## src/rtl/vision_test_ctrl.sv

```systemverilog
// Staircase acuity-test sequencer for the vision tester's optotype display.
// Picks a random gap direction per trial, scores debounced key answers,
// steps the acuity level and reports the result as two BCD digits.
//
// state      | meaning
// -----------+----------------------------------------------------------
// S_IDLE     | waiting for start, display blank
// S_PRESENT  | one clock: choose and register the next gap direction
// S_WAIT_ANS | optotype shown, collecting direction keys / confirm / timeout
// S_FEEDBACK | optotype hidden, correct/wrong indication held for FB_TICKS
// S_DONE     | test finished, acuity_bcd shows the result
module vision_test_ctrl #(
  parameter int unsigned START_LEVEL = 7,
  parameter int unsigned TIMEOUT_S   = 5,
  parameter int unsigned FB_TICKS    = 1,
  parameter logic [7:0]  LFSR_SEED   = 8'h5A
) (
  input  logic       clk,
  input  logic       rst,
  input  logic       tick_1hz,
  input  logic       start,
  input  logic       key_up,
  input  logic       key_down,
  input  logic       key_left,
  input  logic       key_right,
  input  logic       confirm,
  output logic       opto_en,
  output logic [1:0] opto_dir,
  output logic [3:0] level,
  output logic [7:0] acuity_bcd,
  output logic       fb_correct,
  output logic       fb_wrong,
  output logic       busy,
  output logic       done
);

  typedef enum logic [2:0] {
    S_IDLE     = 3'd0,
    S_PRESENT  = 3'd1,
    S_WAIT_ANS = 3'd2,
    S_FEEDBACK = 3'd3,
    S_DONE     = 3'd4
  } state_t;

  localparam logic [3:0] START_LVL = 4'(START_LEVEL);
  localparam logic [3:0] TOP_LVL   = 4'd11;
  localparam logic [7:0] TO_LOAD   = 8'(TIMEOUT_S);
  localparam logic [7:0] FB_LOAD   = 8'(FB_TICKS);

  state_t      state_q, state_d;
  logic [7:0]  lfsr_q, lfsr_d;
  logic        lfsr_fb;
  logic [3:0]  level_q, level_d;
  logic [1:0]  corr_cnt_q, corr_cnt_d;
  logic        came_up_q, came_up_d;
  logic        came_down_q, came_down_d;
  logic        prev_valid_q, prev_valid_d;
  logic        ans_valid_q, ans_valid_d;
  logic [1:0]  ans_dir_q, ans_dir_d;
  logic [7:0]  to_cnt_q, to_cnt_d;
  logic [7:0]  fb_cnt_q, fb_cnt_d;
  logic [3:0]  result_q, result_d;
  logic        result_fail_q, result_fail_d;

  logic        opto_en_q, opto_en_d;
  logic [1:0]  opto_dir_q, opto_dir_d;
  logic        fb_correct_q, fb_correct_d;
  logic        fb_wrong_q, fb_wrong_d;
  logic        busy_q, busy_d;
  logic        done_q, done_d;

  logic        key_any;
  logic [1:0]  key_dir;
  logic        ans_eff_valid;
  logic [1:0]  ans_eff_dir;
  logic [1:0]  cand;
  logic        enter_fb;
  logic        score_ok;

  // Taps 8,6,5,4 (bits 7,5,4,3); shifted left, feedback into bit 0.
  assign lfsr_fb = lfsr_q[7] ^ lfsr_q[5] ^ lfsr_q[4] ^ lfsr_q[3];

  // Key decode with fixed priority up > down > left > right.
  always_comb begin
    key_any = key_up | key_down | key_left | key_right;
    key_dir = 2'd3;
    if (key_up)        key_dir = 2'd0;
    else if (key_down) key_dir = 2'd1;
    else if (key_left) key_dir = 2'd2;
    // A key pressed together with confirm is latched first, then committed.
    ans_eff_valid = key_any | ans_valid_q;
    ans_eff_dir   = key_any ? key_dir : ans_dir_q;
  end

  // Next-state, datapath and registered-output next values.
  always_comb begin
    state_d       = state_q;
    lfsr_d        = {lfsr_q[6:0], lfsr_fb};
    level_d       = level_q;
    corr_cnt_d    = corr_cnt_q;
    came_up_d     = came_up_q;
    came_down_d   = came_down_q;
    prev_valid_d  = prev_valid_q;
    ans_valid_d   = ans_valid_q;
    ans_dir_d     = ans_dir_q;
    to_cnt_d      = to_cnt_q;
    fb_cnt_d      = fb_cnt_q;
    result_d      = result_q;
    result_fail_d = result_fail_q;
    opto_dir_d    = opto_dir_q;
    enter_fb      = 1'b0;
    score_ok      = 1'b0;
    cand          = lfsr_q[1:0];

    if (start) begin
      // Start restarts from any state.
      level_d      = START_LVL;
      corr_cnt_d   = 2'd0;
      came_up_d    = 1'b0;
      came_down_d  = 1'b0;
      prev_valid_d = 1'b0;
      state_d      = S_PRESENT;
    end else begin
      unique case (state_q)
        S_IDLE: begin
        end
        S_PRESENT: begin
          // Never show the same gap direction twice in a row.
          if (prev_valid_q && (cand == opto_dir_q)) cand = cand + 2'd1;
          opto_dir_d   = cand;
          prev_valid_d = 1'b1;
          ans_valid_d  = 1'b0;
          to_cnt_d     = TO_LOAD;
          state_d      = S_WAIT_ANS;
        end
        S_WAIT_ANS: begin
          if (key_any) begin
            ans_valid_d = 1'b1;
            ans_dir_d   = key_dir;
          end
          if (confirm && ans_eff_valid) begin
            score_ok = (ans_eff_dir == opto_dir_q);
            enter_fb = 1'b1;
          end else if (tick_1hz) begin
            if (to_cnt_q > 8'd1) begin
              to_cnt_d = to_cnt_q - 8'd1;
            end else begin
              score_ok = 1'b0;
              enter_fb = 1'b1;
            end
          end
          if (enter_fb) begin
            fb_cnt_d = FB_LOAD;
            state_d  = S_FEEDBACK;
          end
        end
        S_FEEDBACK: begin
          if (tick_1hz) begin
            if (fb_cnt_q > 8'd1) begin
              fb_cnt_d = fb_cnt_q - 8'd1;
            end else if (fb_correct_q) begin
              if (corr_cnt_q == 2'd1) begin
                if (came_down_q) begin
                  result_d      = level_q;
                  result_fail_d = 1'b0;
                  state_d       = S_DONE;
                end else if (level_q == TOP_LVL) begin
                  result_d      = TOP_LVL;
                  result_fail_d = 1'b0;
                  state_d       = S_DONE;
                end else begin
                  level_d    = level_q + 4'd1;
                  came_up_d  = 1'b1;
                  corr_cnt_d = 2'd0;
                  state_d    = S_PRESENT;
                end
              end else begin
                corr_cnt_d = corr_cnt_q + 2'd1;
                state_d    = S_PRESENT;
              end
            end else begin
              if (came_up_q) begin
                // came_up implies level was stepped up, so level_q >= 1.
                result_d      = level_q - 4'd1;
                result_fail_d = 1'b0;
                state_d       = S_DONE;
              end else if (level_q == 4'd0) begin
                result_d      = 4'd0;
                result_fail_d = 1'b1;
                state_d       = S_DONE;
              end else begin
                level_d     = level_q - 4'd1;
                came_down_d = 1'b1;
                corr_cnt_d  = 2'd0;
                state_d     = S_PRESENT;
              end
            end
          end
        end
        S_DONE: begin
        end
        default: state_d = S_IDLE;
      endcase
    end

    // Outputs are decoded from the next state so they change with the state.
    opto_en_d    = (state_d == S_WAIT_ANS);
    busy_d       = (state_d == S_PRESENT) || (state_d == S_WAIT_ANS) ||
                   (state_d == S_FEEDBACK);
    done_d       = (state_d == S_DONE);
    fb_correct_d = (state_d == S_FEEDBACK) && (enter_fb ? score_ok : fb_correct_q);
    fb_wrong_d   = (state_d == S_FEEDBACK) && (enter_fb ? !score_ok : fb_wrong_q);
  end

  // FSM state register.
  always_ff @(posedge clk or negedge rst) begin
    if (!rst) state_q <= S_IDLE;
    else      state_q <= state_d;
  end

  // Datapath registers: LFSR, level tracking, answer latch and timers.
  always_ff @(posedge clk or negedge rst) begin
    if (!rst) begin
      lfsr_q        <= LFSR_SEED;
      level_q       <= 4'd0;
      corr_cnt_q    <= 2'd0;
      came_up_q     <= 1'b0;
      came_down_q   <= 1'b0;
      prev_valid_q  <= 1'b0;
      ans_valid_q   <= 1'b0;
      ans_dir_q     <= 2'd0;
      to_cnt_q      <= 8'd0;
      fb_cnt_q      <= 8'd0;
      result_q      <= 4'd0;
      result_fail_q <= 1'b0;
    end else begin
      lfsr_q        <= lfsr_d;
      level_q       <= level_d;
      corr_cnt_q    <= corr_cnt_d;
      came_up_q     <= came_up_d;
      came_down_q   <= came_down_d;
      prev_valid_q  <= prev_valid_d;
      ans_valid_q   <= ans_valid_d;
      ans_dir_q     <= ans_dir_d;
      to_cnt_q      <= to_cnt_d;
      fb_cnt_q      <= fb_cnt_d;
      result_q      <= result_d;
      result_fail_q <= result_fail_d;
    end
  end

  // Registered outputs.
  always_ff @(posedge clk or negedge rst) begin
    if (!rst) begin
      opto_en_q    <= 1'b0;
      opto_dir_q   <= 2'd0;
      fb_correct_q <= 1'b0;
      fb_wrong_q   <= 1'b0;
      busy_q       <= 1'b0;
      done_q       <= 1'b0;
    end else begin
      opto_en_q    <= opto_en_d;
      opto_dir_q   <= opto_dir_d;
      fb_correct_q <= fb_correct_d;
      fb_wrong_q   <= fb_wrong_d;
      busy_q       <= busy_d;
      done_q       <= done_d;
    end
  end

  // Level index to acuity x10 as two BCD digits.
  function automatic logic [7:0] lvl_to_bcd(input logic [3:0] lvl);
    logic [7:0] b;
    b = 8'h00;
    if (lvl <= 4'd8)       b = {4'h0, lvl + 4'd1};
    else if (lvl == 4'd9)  b = 8'h10;
    else if (lvl == 4'd10) b = 8'h12;
    else if (lvl == 4'd11) b = 8'h15;
    return b;
  endfunction

  // Acuity display follows the registered state, so it cannot glitch mid-edge.
  always_comb begin
    acuity_bcd = 8'h00;
    unique case (state_q)
      S_PRESENT, S_WAIT_ANS, S_FEEDBACK: acuity_bcd = lvl_to_bcd(level_q);
      S_DONE:  acuity_bcd = result_fail_q ? 8'h00 : lvl_to_bcd(result_q);
      default: acuity_bcd = 8'h00;
    endcase
  end

  assign opto_en    = opto_en_q;
  assign opto_dir   = opto_dir_q;
  assign level      = level_q;
  assign fb_correct = fb_correct_q;
  assign fb_wrong   = fb_wrong_q;
  assign busy       = busy_q;
  assign done       = done_q;

endmodule

```

## config.mk

```make
export PLATFORM = sky130hd
export DESIGN_NAME = vision_test_ctrl
export DESIGN_NICKNAME = d
export VERILOG_FILES = /design/src/rtl/vision_test_ctrl.sv
export SDC_FILE = /design/constraint.sdc
export NUM_CORES = 1
export LEC_CHECK = 0
export CAP_MARGIN = 20
export CORE_MARGIN = 1
export CORE_UTILIZATION = 51
export CTS_CLUSTER_SIZE = 8
export DETAILED_ROUTE_END_ITERATION = 10
export GPL_ROUTABILITY_DRIVEN = 0
export GPL_TIMING_DRIVEN = 0
export PLACE_DENSITY = 0.79
export SLEW_MARGIN = 40
export SYNTH_ARGS = -nofsm -noshare
export SYNTH_HDL_FRONTEND = slang
export SYNTH_SLANG_ARGS = --single-unit
```

## constraint.sdc

```tcl
create_clock -name clk -period 6.2 [get_ports clk]
set_clock_uncertainty 0.2 [all_clocks]
set_input_delay 0.93 -clock clk [delete_from_list [all_inputs] [get_ports clk]]
set_output_delay 0.93 -clock clk [all_outputs]
set_load 0.005 [all_outputs]
```

==> flow_summary.json, run 1 <==
{
  "cts_hold_buf": 0,
  "htreeDepth": 2,
  "fmax_mhz": 245,
  "crit_path_end_kind": "output port",
  "cts_setup_buffers": 0,
  "setup_viol": 0,
  "internal_power_uw": 601,
  "swShare": 0.336,
  "final_cells": 439,
  "syn_inst": 329,
  "cts-root-buf": "clkbuf_8",
  "crit_required_ps": 5070,
  "cap_violations": 0,
  "pwr-share-comb": 0.275,
  "pwr-share-seq": 0.461,
  "synthFlopType": "dfrtp_1",
  "grt_antenna_before_repair": 0,
  "wl_met2_mm": 3.02,
  "wl_met3_um": 274,
  "design_area_um2": 3570,
  "clkLatencyLatePin_ps": 310,
  "grt_pass1_wl_mm": 11.1,
  "dpl_cell_area_um2": 3460,
  "viasPerCell": 5.81,
  "insertedDiodeCount": 0,
  "clock_path_buffers": 2,
  "drive_above_1_share": 0.129,
  "crit_type": "flip-flop to output port",
  "fp.dieW_um": 79.9,
  "worstPathArrival_ps": 2960,
  "clk_pin_slew_worst_paths_ps": 90,
  "layout_commonest_cell": "dfrtp_1",
  "grt_usage": 0.224,
  "r2r_slack_ps": 3230,
  "worstRegToRegCells": 8,
  "cts_tree": "built",
  "start_util": 0.526,
  "slew_viol_final": 0,
  "grt_max_degree": 38,
  "pre_cts_ws_ps": 2480,
  "timing.rr.start": "level[0]",
  "first_pass_iters": 4,
  "rsz0062_at_grt": "no",
  "cp_max_fo": 8,
  "max-slew-margin-rel": 0.531,
  "post_cts_resized": 0,
  "clock_power_share": 0.264,
  "synth_area_per_cell_um2": 9.42,
  "cts_sinks": 51,
  "place_inst": 431,
  "ios": 28,
  "mappedNetlistArea_um2": 3100,
  "power_leakage_uw": 0.00151,
  "vias": 2550,
  "fin_util": 0.607,
  "finalCritPeriodShare": 0.659,
  "rows": 28,
  "worst_pin_slew_ps": 699,
  "wl_per_cell_um": 14.9,
  "dieHeight_um": 79.9,
  "yosys_warnings": 0,
  "overflow": 0,
  "critPathLaunch": "level[0]",
  "period_needed_ps": 4090,
  "area_growth_pct": 15.3,
  "cp-endpoint": "acuity_bcd[1]",
  "ys_seq_elements": 51,
  "holdCritStartpoint": "lfsr_q[2]",
  "ant_nets": 0,
  "drcViolationCount": 0,
  "hpwl_mm": 4.76,
  "met1_length_mm": 3.16,
  "powerDensity_nw_per_um2": 253,
  "die_area_um2": 6390,
  "io_buffers": 24,
  "fin_nets": 384,
  "cts_buffers": 5,
  "worst_hold_path_type": "flip-flop to flip-flop",
  "status": "completed",
  "first_iter_violations": 138,
  "ys_async_sr_fraction": 1.00,
  "yosysSeqAreaShare": 0.414,
  "most-common-layout-cells": "dfrtp_1, a21oi_1, nor2_1",
  "grt_pass1_vias": 2394,
  "routed_wl_mm": 6.53,
  "reg2reg_to": "result_q[0]",
  "startpoint_type": "flip-flop",
  "coreArea_um2": 5890,
  "tns_ps": 0,
  "max-vdd-ir-drop_mv": 0.164,
  "worst_slack_ps": 2110,
  "synth_edf_count": 0,
  "top_layer": "met4",
  "hold_viol": 0,
  "ys_types": 71,
  "p_switching_uw": 304
}
-- worst max-delay path, stage by stage (launching register included) --
cell	delay, ps
dfrtp_1	530
inv_1	190
ha_1	230
clkbuf_2	160
or4_2	680
nor3b_1	220
a221o_1	140
clkdlybuf4s50_1	490
-- per-layer routing --
layer / track usage / vias up
met5: 0 / -
met4: 0.0679 / 0
met3: 0.0400 / 6
met2: 0.369 / 58
met1: 0.298 / 1219
li1: - / 1267
-- power by group through the flow --
stage	clock (uW)	combinational [uW]	sequential (uW)
3_3_place_gp	0	235	421
2_1_floorplan	0	172	410
4_1_cts	246	248	417
3_5_place_dp	0	248	422
5_1_grt	258	282	424
6_report	239	249	417
-- metrics by stage --
| stage | hold WS [ps] | total power [uW] |
|---|---|---|
| 5_1_grt | 175 | 964 |
| 6_report | 165 | 905 |
| 3_3_place_gp | 138 | 656 |
| 2_1_floorplan | 133 | 582 |
| 3_5_place_dp | 146 | 670 |
| 4_1_cts | 170 | 911 |
-- layout make-up --
type,count,area [um2]
Inverter,21,78.8
Buffer,15,78.8
Sequential cell,51,1280
Tap cell,75,93.8
Clock buffer,5,68.8
Timing Repair Buffer,25,258
Multi-Input combinational cell,244,1670
Clock inverter,3,46.3
Fill cell,491,2310
-- registers in the layout, indices dropped and copies added, names as in the netlist, 2 cells and up --
register    cells
state_q         3
fb_cnt_q        8
ans_dir_q       2
opto_dir        2
corr_cnt_q      2
to_cnt_q        8
result_q        4
level           4
lfsr_q          8
-- synth_stat cells (4+ instances only) --
| cell | instances | area share |
|---|---|---|
| ha_1 | 12 | 0.048 |
| or3_1 | 9 | 0.018 |
| a31oi_1 | 5 | 0.010 |
| o22ai_1 | 5 | 0.010 |
| nor4_1 | 4 | 0.0081 |
| dfstp_2 | 4 | 0.034 |
| nor3_1 | 8 | 0.013 |
| mux2_2 | 7 | 0.025 |
| or2_2 | 4 | 0.0081 |
| a21oi_1 | 31 | 0.050 |
| inv_1 | 20 | 0.024 |
| a211oi_1 | 4 | 0.0097 |
| clkbuf_1 | 7 | 0.0085 |
| dfrtp_1 | 47 | 0.38 |
| or4_1 | 6 | 0.015 |
| nand2_1 | 21 | 0.025 |
| o21ai_0 | 17 | 0.027 |
| o31ai_1 | 4 | 0.0097 |
| nor3b_1 | 4 | 0.0097 |
| xnor2_1 | 9 | 0.025 |
| nor2_1 | 24 | 0.029 |
| nand2b_1 | 5 | 0.010 |
| nand3_1 | 8 | 0.013 |
-- cell families after synthesis --
kind of cell,count (synthesis),share of synthesized area
and+or+nand+nor,117,0.223
adders and majority gates,12,0.0485
DFF,51,0.414
xor gates and xnor gates,11,0.0311
muxes,10,0.0351
other,1,0.00121
buffers and inverters,36,0.0509
AOI/OAI and AO/OA,91,0.196
-- worst min path at each step --
| stage | end | slack [ps] | cells past startpoint |
|---|---|---|---|
| after floorplan | lfsr_q[3] | 130 | 0 |
| after global placement | lfsr_q[3] | 140 | 0 |
| after detailed placement | lfsr_q[3] | 150 | 0 |
| after CTS | lfsr_q[3] | 170 | 0 |
| after global routing | lfsr_q[3] | 180 | 0 |
| final | lfsr_q[3] | 170 | 0 |
No activity file was read; power rests on OpenSTA's default activity.
==> run 2, diff against run 1 <==
PLACE_DENSITY = 0.82   (was 0.79)
clock period = 3.3 ns   (was 6.2 ns; I/O delays follow)
==> flow_summary.json, run 2 (synthesis results as in run 1) <==
{
  "status": "completed",
  "area_growth_pct": 18.8,
  "dieHeight_um": 79.9,
  "grt_pass1_vias": 2406,
  "setup_viol": 0,
  "period_needed_ps": 3120,
  "hold_viol": 0,
  "clkLatencyLatePin_ps": 310,
  "holdCritStartpoint": "lfsr_q[2]",
  "crit_required_ps": 2600,
  "worst_pin_slew_ps": 745,
  "fmax_mhz": 320,
  "htreeDepth": 2,
  "startpoint_type": "flip-flop",
  "max-slew-margin-rel": 0.501,
  "overflow": 0,
  "cts-root-buf": "clkbuf_8",
  "crit_chain": "clkinvlp_4, ha_4, or4_2, o21ai_0, clkdlybuf4s50_1",
  "finalCritPeriodShare": 0.946,
  "critPathTopFamily": "buffers and inverters",
  "powerDensity_nw_per_um2": 461,
  "layout_commonest_cell": "dfrtp_1",
  "first_iter_violations": 196,
  "clk_pin_slew_worst_paths_ps": 90,
  "grt_usage": 0.221,
  "cts_tree": "built",
  "wl_per_cell_um": 14.5,
  "clock_path_buffers": 2,
  "ios": 28,
  "path_buf_inv": 2,
  "cpMaxStageDelayCell": "or4_2",
  "slowest_delay_ps": 660,
  "drcViolationCount": 0,
  "crit_path_end_kind": "output port",
  "fin_nets": 394,
  "grt_pass1_wl_mm": 11.0,
  "cap_violations": 0,
  "worstRegToRegCells": 8,
  "fp.dieW_um": 79.9,
  "hpwl_mm": 4.69,
  "power_leakage_uw": 0.00157,
  "top_regs": "fb_cnt_q (8), lfsr_q (8), to_cnt_q (8)",
  "crit_type": "flip-flop to output port",
  "critPathLaunch": "level[0]",
  "critical_path_depth": 5,
  "fillCellCount": 499,
  "worstPathArrival_ps": 2430,
  "whs_path_depth": 0,
  "io_buffers": 24,
  "routed_wl_mm": 6.53,
  "insertedDiodeCount": 0,
  "start_util": 0.526,
  "pre_cts_ws_ps": 46.2,
  "cts_sinks": 51,
  "first_pass_iters": 4,
  "grt_max_degree": 28,
  "timing.rr.start": "level[1]",
  "grt_antenna_before_repair": 0,
  "final_cells": 449,
  "die_area_um2": 6390,
  "viasPerCell": 5.82,
  "tns_ps": 0,
  "cts_buffers": 5,
  "coreArea_um2": 5890,
  "cp_max_fo": 5,
  "worst_slack_ps": 180,
  "place_inst": 431,
  "vias": 2611,
  "max-vdd-ir-drop_mv": 0.380,
  "fin_util": 0.625,
  "worst_hold_path_type": "flip-flop to flip-flop",
  "slew_viol_final": 0,
  "most-common-layout-cells": "dfrtp_1, a21oi_1, nor2_1",
  "ant_nets": 0,
  "drive_above_1_share": 0.171,
  "rows": 28,
  "rsz0062_at_grt": "no",
  "power_uw": 1690
}
-- run 2: layout make-up --
cell class | count | area [um2] | area share
Buffer | 14 | 73.8 | 0.0201
Clock buffer | 5 | 68.8 | 0.0187
Clock inverter | 3 | 43.8 | 0.0119
Inverter | 21 | 82.6 | 0.0224
Multi-Input combinational cell | 244 | 1680 | 0.458
Sequential cell | 51 | 1290 | 0.350
Tap cell | 75 | 93.8 | 0.0255
Timing Repair Buffer | 36 | 345 | 0.0938
-- run 2: layer usage --
metal  GRT usage  share of wire  wire, um  up-vias
met5           0              0         0        -
met4      0.0643          0.010        65        0
met3      0.0400          0.037       241        8
met2       0.364           0.48      3120       50
met1       0.298           0.47      3100     1272
li1            -              -         -     1281
-- run 2: final timing paths --
kind	end	slack, ps
setup reg to reg	result_q[1]	520
setup / recovery	acuity_bcd[4]	180
hold / removal	lfsr_q[3]	160
hold reg to reg	lfsr_q[3]	160
min in group asynchronous	fb_cnt_q[4]	420
max in group asynchronous	lfsr_q[6]	1950
-- run 2: repair_timing --
action	4_1_cts	5_1_grt
resized for setup	3	7
endpoints found under the setup margin	2	2
setup buffers	2	8
hold endpoints to repair	26	0
hold buffers	1	0
pin swaps	0	2
-- run 2: metrics by stage --
| step | instance area, um2 | hold WS [ps] |
|---|---|---|
| after global routing | 3680 | 180 |
| after CTS | 3600 | 166 |
| after detailed placement | 3460 | 143 |
| final | 3680 | 161 |
| after global placement | 3440 | 137 |
| after floorplan | 3110 | -0.591 |
-- run 2: where the power goes --
part	switching [uW]	internal [uW]	total, uW
Clock	207	226	432
Combinational	274	214	488
Sequential	72.3	702	774
==> run 3, diff against run 2 <==
CORE_MARGIN = 5   (was 1)
==> flow_summary.json, run 3 (synthesis results as in run 1) <==
{
  "insertedDiodeCount": 0,
  "overflow": 0,
  "fin_nets": 395,
  "coreArea_um2": 5920,
  "wl_per_cell_um": 15.6,
  "finalCritPeriodShare": 0.954,
  "worstPathArrival_ps": 2450,
  "swShare": 0.336,
  "grt_max_degree": 38,
  "rsz0062_at_grt": "no",
  "hold_ws_ps": 170,
  "fillCellCount": 474,
  "routed_wl_mm": 7.02,
  "cap_violations": 0,
  "hold_viol": 0,
  "cpMaxStageDelayCell": "clkdlybuf4s50_1",
  "worst_pin_slew_ps": 645,
  "crit_type": "flip-flop to output port",
  "drcViolationCount": 0,
  "startpoint_type": "flip-flop",
  "tns_ps": 0,
  "internal_power_uw": 1150,
  "fp.dieW_um": 87.9,
  "worst_hold_path_type": "flip-flop to flip-flop",
  "max-vdd-ir-drop_mv": 0.307,
  "viasPerCell": 5.89,
  "clock_power_share": 0.259,
  "cts_buffers": 5,
  "setup_viol": 0,
  "pwr-share-seq": 0.450,
  "crit_chain": "clkinvlp_4, buf_4, ha_1, nor2_1, and4b_1, a21oi_1, o22a_1, o22ai_1, clkdlybuf4s50_1",
  "clk_pin_slew_worst_paths_ps": 100,
  "first_pass_iters": 4,
  "start_util": 0.523,
  "area_growth_pct": 19.1,
  "cts_tree": "built",
  "top_regs": "fb_cnt_q (8), lfsr_q (8), to_cnt_q (8)",
  "clkLatencyLatePin_ps": 310,
  "fmax_mhz": 317,
  "layout_commonest_cell": "dfrtp_1",
  "p_switching_uw": 581,
  "rows": 28,
  "grt_antenna_before_repair": 0,
  "cts-root-buf": "clkbuf_8",
  "hpwl_mm": 4.96,
  "drive_above_1_share": 0.173,
  "crit_path_end_kind": "output port",
  "design_area_um2": 3690,
  "io_buffers": 24,
  "cts_sinks": 51,
  "period_needed_ps": 3150,
  "grt_pass1_wl_mm": 11.6,
  "dieHeight_um": 87.9,
  "slowest_delay_ps": 520,
  "ios": 28,
  "dpl_cell_area_um2": 3460,
  "pwr-share-comb": 0.291,
  "grt_pass1_vias": 2513,
  "vias": 2649,
  "first_iter_violations": 215,
  "power_leakage_uw": 0.00157,
  "most-common-layout-cells": "dfrtp_1, a21oi_1, nor2_1",
  "die_area_um2": 7730,
  "grt_usage": 0.186,
  "ant_nets": 0,
  "crit_required_ps": 2600,
  "slew_viol_final": 0,
  "htreeDepth": 2,
  "cp_max_fo": 3,
  "clock_path_buffers": 2,
  "powerDensity_nw_per_um2": 469,
  "max-slew-margin-rel": 0.567,
  "status": "completed"
}
-- run 3: cell types whose count changed in the layout (fill, tap and decap cells not counted) --
cell / previous run / this run
buf_4: 14 / 15
clkinv_4: 1 / 0
inv_6: 0 / 1
clkinvlp_4: 1 / 2
clkinv_2: 1 / 0
-- run 3: cell type report --
cell class	instances	area, um2	area share
repair buffers	37	353	0.0956
flip-flops and latches	51	1290	0.349
well taps	75	93.8	0.0254
inverters	21	82.6	0.0224
clock buffers	5	68.8	0.0187
clock inverters	3	46.3	0.0125
plain buffers	14	73.8	0.0200
multi-input cells	244	1680	0.456
-- run 3: worst max-delay path: cells and delay by family (launching register included) --
family | cells | cell delay [ps]
DFF | 1 | 410
AOI/OAI and AO/OA | 3 | 360
adders and majority gates | 1 | 220
buffers and inverters | 3 | 800
and+or+nand+nor | 2 | 360
-- run 3: layer usage --
| layer | vias to the layer above | routed length [um] | track usage |
|---|---|---|---|
| met5 | - | 0 | 0 |
| met4 | 0 | 51 | 0.0474 |
| met2 | 74 | 3440 | 0.311 |
| met1 | 1287 | 3150 | 0.251 |
| li1 | 1280 | - | - |
| met3 | 8 | 372 | 0.0329 |
-- run 3: final timing paths --
kind | endpoint | cells after the start | start | slack [ps]
setup / recovery | acuity_bcd[0] | 9 | level[0] | 150
hold / removal | lfsr_q[3] | 0 | lfsr_q[2] | 170
setup reg to reg | result_q[2] | 8 | level[1] | 550
hold reg to reg | lfsr_q[3] | 0 | lfsr_q[2] | 170
max in group asynchronous | lfsr_q[6] | 3 | rst | 2020
min in group asynchronous | fb_cnt_q[4] | 2 | rst | 370
-- run 3: what timing repair did --
action / in CTS / in global routing
pin swaps: 0 / 1
resized for setup: 5 / 5
endpoints found under the hold margin: 14 / 0
endpoints found under the setup margin: 2 / 1
buffers inserted: 2 / 9
hold buffers: 1 / 0
-- run 3: power by group through the flow --
stage	clock network, uW	registers (uW)	logic (uW)
5_1_grt	482	791	562
2_1_floorplan	0	770	323
3_3_place_gp	0	788	442
4_1_cts	456	779	478
6_report	449	778	503
3_5_place_dp	0	792	465
-- run 3: per-stage QoR --
step	utilization	total power, uW	setup slack [ps]	std cells
after global routing	0.623	1830	6.70	450
after global placement	0.581	1230	36.2	430
after floorplan	-	1090	654	331
after detailed placement	0.584	1260	37.0	431
final	0.623	1730	150	450
after CTS	0.609	1710	56.7	441
